File: config.mk
export PLATFORM = sky130hd
export DESIGN_NAME = ahb_tty_ctrl
export DESIGN_NICKNAME = d
export VERILOG_FILES = /design/src/rtl/ahb_tty_ctrl.sv
export SDC_FILE = /design/constraint.sdc
export NUM_CORES = 1
export LEC_CHECK = 0
export CAP_MARGIN = 10
export CORE_ASPECT_RATIO = 0.9
export CORE_MARGIN = 5
export CORE_UTILIZATION = 30
export DETAILED_ROUTE_END_ITERATION = 16
export DONT_BUFFER_PORTS = 1
export PLACE_DENSITY_LB_ADDON = 0.3
export SLEW_MARGIN = 20
export SYNTH_ARGS = -nofsm -noshare
export SYNTH_HDL_FRONTEND = slang
export SYNTH_SLANG_ARGS = --single-unit
File: constraint.sdc
create_clock -name HCLK -period 3.45 [get_ports HCLK]
set_input_delay 0.69 -clock HCLK [delete_from_list [all_inputs] [get_ports HCLK]]
set_output_delay 0.69 -clock HCLK [all_outputs]
set_load 0.01 [all_outputs]
File: src/rtl/ahb_tty_ctrl.sv
// ahb_tty_ctrl: AHB-Lite console transmitter.
// CPU writes to DATA are queued in a TX FIFO and sent on TXD as 8N1 frames
// with a bit period set by CTRL. Reads never wait. A DATA write stalls only
// while the FIFO is full.
//
// Handshake: a bus transfer is offered (valid) when HSEL & HTRANS[1] & HREADY
// is seen at a posedge, and its data phase completes (ready) on the first
// posedge with HREADYOUT high. Inside the block, a FIFO push happens only
// when the FIFO is not full, and a pop happens only when it is not empty.
module ahb_tty_ctrl #(
  parameter int          FIFO_LOG2 = 3,
  parameter logic [15:0] DIV_RESET = 16'd16
) (
  input  logic        HCLK,
  input  logic        HRESETn,
  input  logic        HSEL,
  input  logic [31:0] HADDR,
  input  logic [1:0]  HTRANS,
  input  logic        HWRITE,
  input  logic [2:0]  HSIZE,
  input  logic [31:0] HWDATA,
  input  logic        HREADY,
  output logic [31:0] HRDATA,
  output logic        HREADYOUT,
  output logic        HRESP,
  output logic        TXD,
  output logic        TX_BUSY,
  output logic        TX_IRQ,
  output logic [1:0]  tx_state_dbg
);

  localparam int DEPTH = 1 << FIFO_LOG2;

  typedef enum logic [1:0] {ST_IDLE, ST_START, ST_DATA, ST_STOP} tx_state_t;

  // Bus data-phase tracking
  logic       dphase, d_write;
  logic [1:0] d_addr;
  logic       addr_phase, push, ctrl_wr;

  // Control register
  logic [15:0] ctrl_div, eff_div;
  logic        irq_en;

  // FIFO
  logic [7:0]         mem [DEPTH];
  logic [FIFO_LOG2:0] wr_ptr, rd_ptr, fifo_count;
  logic               fifo_full, fifo_empty, pop;
  logic [7:0]         fifo_head;
  logic [3:0]         count4;

  // Transmitter
  tx_state_t   state, state_nxt;
  logic [15:0] cnt, cnt_nxt, cur_div, cur_div_nxt;
  logic [2:0]  bit_idx, bit_idx_nxt;
  logic [7:0]  shift, shift_nxt;
  logic        txd_nxt, period_end, shifter_busy;

  logic unused_ok;
  assign unused_ok = ^{HSIZE, HADDR[31:4], HADDR[1:0], HWDATA[31:17]};

  assign addr_phase = HSEL & HTRANS[1] & HREADY;
  assign HREADYOUT  = ~(dphase & d_write & (d_addr == 2'd0) & fifo_full);
  assign push       = dphase & d_write & (d_addr == 2'd0) & ~fifo_full;
  assign ctrl_wr    = dphase & d_write & (d_addr == 2'd2);
  assign HRESP      = 1'b0;

  // Capture the address phase; drop the data phase once it completes
  always_ff @(posedge HCLK or negedge HRESETn) begin
    if (!HRESETn) begin
      dphase  <= 1'b0;
      d_write <= 1'b0;
      d_addr  <= 2'd0;
    end else if (addr_phase) begin
      dphase  <= 1'b1;
      d_write <= HWRITE;
      d_addr  <= HADDR[3:2];
    end else if (HREADYOUT) begin
      dphase  <= 1'b0;
    end
  end

  // CTRL register: divisor and interrupt enable
  always_ff @(posedge HCLK or negedge HRESETn) begin
    if (!HRESETn) begin
      ctrl_div <= DIV_RESET;
      irq_en   <= 1'b0;
    end else if (ctrl_wr) begin
      ctrl_div <= HWDATA[15:0];
      irq_en   <= HWDATA[16];
    end
  end

  // Divisors below 2 cannot produce a sensible bit period, so clamp them
  assign eff_div = (ctrl_div < 16'd2) ? 16'd2 : ctrl_div;

  // FIFO pointers; the extra MSB separates full from empty
  always_ff @(posedge HCLK or negedge HRESETn) begin
    if (!HRESETn) begin
      wr_ptr <= '0;
      rd_ptr <= '0;
    end else begin
      if (push) wr_ptr <= wr_ptr + 1'b1;
      if (pop)  rd_ptr <= rd_ptr + 1'b1;
    end
  end

  // FIFO storage
  always_ff @(posedge HCLK) begin
    if (push) mem[wr_ptr[FIFO_LOG2-1:0]] <= HWDATA[7:0];
  end

  assign fifo_head  = mem[rd_ptr[FIFO_LOG2-1:0]];
  assign fifo_count = wr_ptr - rd_ptr;
  assign fifo_empty = (wr_ptr == rd_ptr);
  assign fifo_full  = (wr_ptr[FIFO_LOG2] != rd_ptr[FIFO_LOG2]) &&
                      (wr_ptr[FIFO_LOG2-1:0] == rd_ptr[FIFO_LOG2-1:0]);
  assign count4     = 4'(fifo_count);

  // Transmitter state and shifter registers
  always_ff @(posedge HCLK or negedge HRESETn) begin
    if (!HRESETn) begin
      state   <= ST_IDLE;
      cnt     <= '0;
      cur_div <= 16'd2;
      bit_idx <= '0;
      shift   <= '0;
      TXD     <= 1'b1;
    end else begin
      state   <= state_nxt;
      cnt     <= cnt_nxt;
      cur_div <= cur_div_nxt;
      bit_idx <= bit_idx_nxt;
      shift   <= shift_nxt;
      TXD     <= txd_nxt;
    end
  end

  assign period_end = (cnt == cur_div - 16'd1);

  // Transmitter next state: start, 8 data bits LSB first, stop; chain frames
  always_comb begin
    state_nxt   = state;
    cnt_nxt     = cnt + 16'd1;
    cur_div_nxt = cur_div;
    bit_idx_nxt = bit_idx;
    shift_nxt   = shift;
    txd_nxt     = TXD;
    pop         = 1'b0;
    case (state)
      ST_IDLE: begin
        cnt_nxt = '0;
        txd_nxt = 1'b1;
        if (!fifo_empty) begin
          pop         = 1'b1;
          shift_nxt   = fifo_head;
          cur_div_nxt = eff_div;
          bit_idx_nxt = '0;
          state_nxt   = ST_START;
          txd_nxt     = 1'b0;
        end
      end
      ST_START: begin
        if (period_end) begin
          cnt_nxt     = '0;
          bit_idx_nxt = '0;
          state_nxt   = ST_DATA;
          txd_nxt     = shift[0];
        end
      end
      ST_DATA: begin
        if (period_end) begin
          cnt_nxt = '0;
          if (bit_idx == 3'd7) begin
            state_nxt = ST_STOP;
            txd_nxt   = 1'b1;
          end else begin
            shift_nxt   = {1'b0, shift[7:1]};
            bit_idx_nxt = bit_idx + 3'd1;
            txd_nxt     = shift[1];
          end
        end
      end
      ST_STOP: begin
        if (period_end) begin
          cnt_nxt = '0;
          if (!fifo_empty) begin
            pop         = 1'b1;
            shift_nxt   = fifo_head;
            cur_div_nxt = eff_div;
            bit_idx_nxt = '0;
            state_nxt   = ST_START;
            txd_nxt     = 1'b0;
          end else begin
            state_nxt = ST_IDLE;
            txd_nxt   = 1'b1;
          end
        end
      end
      default: begin
        state_nxt = ST_IDLE;
        txd_nxt   = 1'b1;
      end
    endcase
  end

  assign shifter_busy = (state != ST_IDLE);
  assign TX_BUSY      = ~fifo_empty | shifter_busy;
  assign TX_IRQ       = irq_en & fifo_empty & ~shifter_busy;
  assign tx_state_dbg = state;

  // Read mux, live only during a read data phase
  always_comb begin
    HRDATA = '0;
    if (dphase && !d_write) begin
      case (d_addr)
        2'd1:    HRDATA = {24'd0, count4, 1'b0, shifter_busy, fifo_empty, fifo_full};
        2'd2:    HRDATA = {15'd0, irq_en, ctrl_div};
        default: HRDATA = '0;
      endcase
    end
  end

endmodule
==> qor.txt <==
initial antenna violation count - 0
wire length per cell - 16.71 microns
Yosys reg bits - 139
post-DR vias/cell - 4.801
Post-synth EDFFs - 64
initial core utilization - 30.59%
drt first-iter violations - 230
CP Launch Type - flip-flop
I/O Buffers - 0
CTS tree - built
post-route cell area - 7933 sq um
CTS H-tree depth - 4
DRT antenna net count - 0
Core Box Area - 22580 sq um
Tot GR Track Use - 11.64%
largest net degree at the start of global routing - 73
Setup crit start - cur_div[6]
crit-path leading delay family - simple AND/OR/NAND/NOR gates
Leakage Power - 3.067 nW
clk sink count - 139
DIE AREA - 26160 sq um
footprint of the multi-input gates - 2919 sq um
crit path max fanout - 8
Filler cells - 2166
RSZ-0062 raised after global routing - false
Synth Cell Area - 6905 sq um
Bufs and invs on worst path - 2
hold crit path type - primary input to async pin
row count - 52
final net count - 661
Die Width - 169.9 microns
Worst-Skew Late Latency - 0.42 ns
fin crit period - 3.354 ns
layout cell share with drive strength beyond 1 - 20.31%
Primary FF master, synth - dfrtp_1
CP arrival - 3.66 ns
Final Max Tran Viols - 0
reg-to-reg startpoint - cur_div[6]
Tightest Pin Transition - 0.9230 ns
Synth Instances - 549
DRT Wirelength - 14670 microns
Slew headroom - 38.29%
Register Area - 3802 sq um
Fin. Hold Viols - 0
GRT overflow - 0
Area growth syn-to-layout - 14.88%
element type at the critical path end - flip-flop
gpl congestion - 0.7672
residual DRC count - 0
Cell variety after synth - 61
Root Driver - clkbuf_16
vias in the first global route - 4367
status - finished, final reports clean
Initial DRT Pass Iterations - 4
CP peak stage delay - 0.57 ns
ys async rst share - 53.96%
cts bufs inserted - 17
# setup viols final - 0
max_cap viols - 0
post-route total power - 0.006530 W
height of the die - 153.9 microns
peak supply drop - 0.3877 mV
Layout Skew - 0.008346 ns
critical path's slowest cell - or4_4
Power Density - 823.2 nW/um^2
fin crit share - 97.21%
yosys warns - 0
fmax - 298.2 MHz
first-pass GRT wire length - 23600 microns
dpl cell area - 7274 sq um
Post-Syn Area per Cell - 12.58 sq um
Worst EP required - 3.75 ns
TNS Setup - 0 ns
register area share after synthesis - 55.06%
Vias - 4215
Final HPWL DP - 10360 microns
cell chain of the critical path - or4_4 -> nor4_1 -> mux2i_2 -> a21oi_2 -> a2111oi_4 -> buf_4 -> nand3b_2 -> a21oi_4 -> buf_12 -> mux2_2
crit path kind - flip-flop to flip-flop
clk slew on worst S/H paths - 0.06 ns
ANT cells - 0
clk buf depth - 2
# IOs - 113
-- cells in the final DEF, fill, tap and decap left out, types with 15 or more instances in the layout --
cell type / synthesis / routed
nand2_1: 30 / 30
xor2_1: 18 / 18
nand3_1: 16 / 16
xnor2_1: 22 / 22
nor2_1: 52 / 52
mux4_2: 16 / 16
edfxtp_1: 64 / 64
o21ai_0: 15 / 15
clkbuf_16: 0 / 17
mux2_2: 34 / 31
conb_1: 1 / 16
dfrtp_1: 72 / 72
buf_4: 17 / 19
ha_1: 18 / 18
-- repair_timing --
item | CTS | global route
hold buffers | 1 | 0
endpoints found under the setup margin | 7 | 23
resized for setup | 0 | 8
pin swaps | 0 | 2
hold endpoints to repair | 72 | 0
buffers inserted | 1 | 1
-- metrics by stage --
stage               std cells  hold slack, ns  setup WS [ns]  utilization (%)
global placement          843          0.3972         0.1193            32.22
detailed placement        843          0.3972       0.002460            32.22
CTS                       877         0.08835        0.01030            34.91
floorplan                 564          0.3944         0.1837                -
finish                    878          0.1144        0.09637            35.14
global route              878         0.08894       0.005368            35.14
-- final timing paths --
kind | endpoint | slack (ns) | depth (start not counted)
worst max-delay path | shift[1] | 0.1 | 10
worst min-delay path | ctrl_div[4] | 0.11 | 0
worst max register to register | shift[1] | 0.1 | 10
worst min register to register | shift[0] | 0.51 | 1
max in group asynchronous | cnt[13] | 2.99 | 1
min in group HCLK | mem[0][2] | 0.36 | 0
-- sequential cells by signal, indices dropped and copies added (netlist names) --
signal / cells
mem: 64
cnt: 16
ctrl_div: 16
cur_div: 16
shift: 8
rd_ptr: 4
wr_ptr: 4
bit_idx: 3
d_addr: 2
tx_state_dbg: 2
TXD: 1
d_write: 1
dphase: 1
irq_en: 1
-- cell families after synthesis --
| group | after synthesis | synth area share [%] |
|---|---|---|
| simple gates | 169 | 12.41 |
| fa+ha+maj | 19 | 3.551 |
| xor+xnor | 40 | 5.073 |
| other cells | 1 | 0.05431 |
| buf+inv | 52 | 3.914 |
| compound gates | 54 | 5.363 |
| mux | 75 | 14.57 |
| flops | 139 | 55.06 |
-- area by class of cell --
type | instances | share of cell area, %
sequential | 139 | 47.93
clock buffer | 21 | 5.678
inverter | 15 | 0.7098
timing repair buffer | 22 | 2.650
multi-input combinational | 373 | 36.80
tap | 297 | 4.685
clock inverter | 11 | 1.546
-- metal layers --
| metal | GRT usage (%) | routed length, microns | up-vias | share of wire, % |
|---|---|---|---|---|
| li1 | - | - | 1993 | - |
| met3 | 2.953 | 779 | 21 | 5.3 |
| met1 | 15.80 | 6902 | 2106 | 47 |
| met5 | 0 | 0 | - | 0 |
| met4 | 4.297 | 232 | 0 | 1.6 |
| met2 | 18.03 | 6752 | 95 | 46 |
-- where the power goes --
group / leakage, nW / switching (W) / internal, W / total (W)
Sequential: 1.50 / 0.000381 / 0.00207 / 0.00245
Clock: 0.271 / 0.000676 / 0.00108 / 0.00176
Combinational: 1.29 / 0.00115 / 0.00117 / 0.00232
-- cell usage after synthesis (16+ instances only) --
cell | instances | area share (%)
mux4_2 | 16 | 5.2
nand2_1 | 30 | 1.6
buf_4 | 17 | 1.8
nor2_1 | 52 | 2.8
ha_1 | 18 | 3.3
xnor2_1 | 22 | 2.8
edfxtp_1 | 64 | 28
nand3_1 | 16 | 1.2
mux2_2 | 34 | 5.5
xor2_1 | 18 | 2.3
dfrtp_1 | 72 | 26
(Power assumes the default switching activity.)
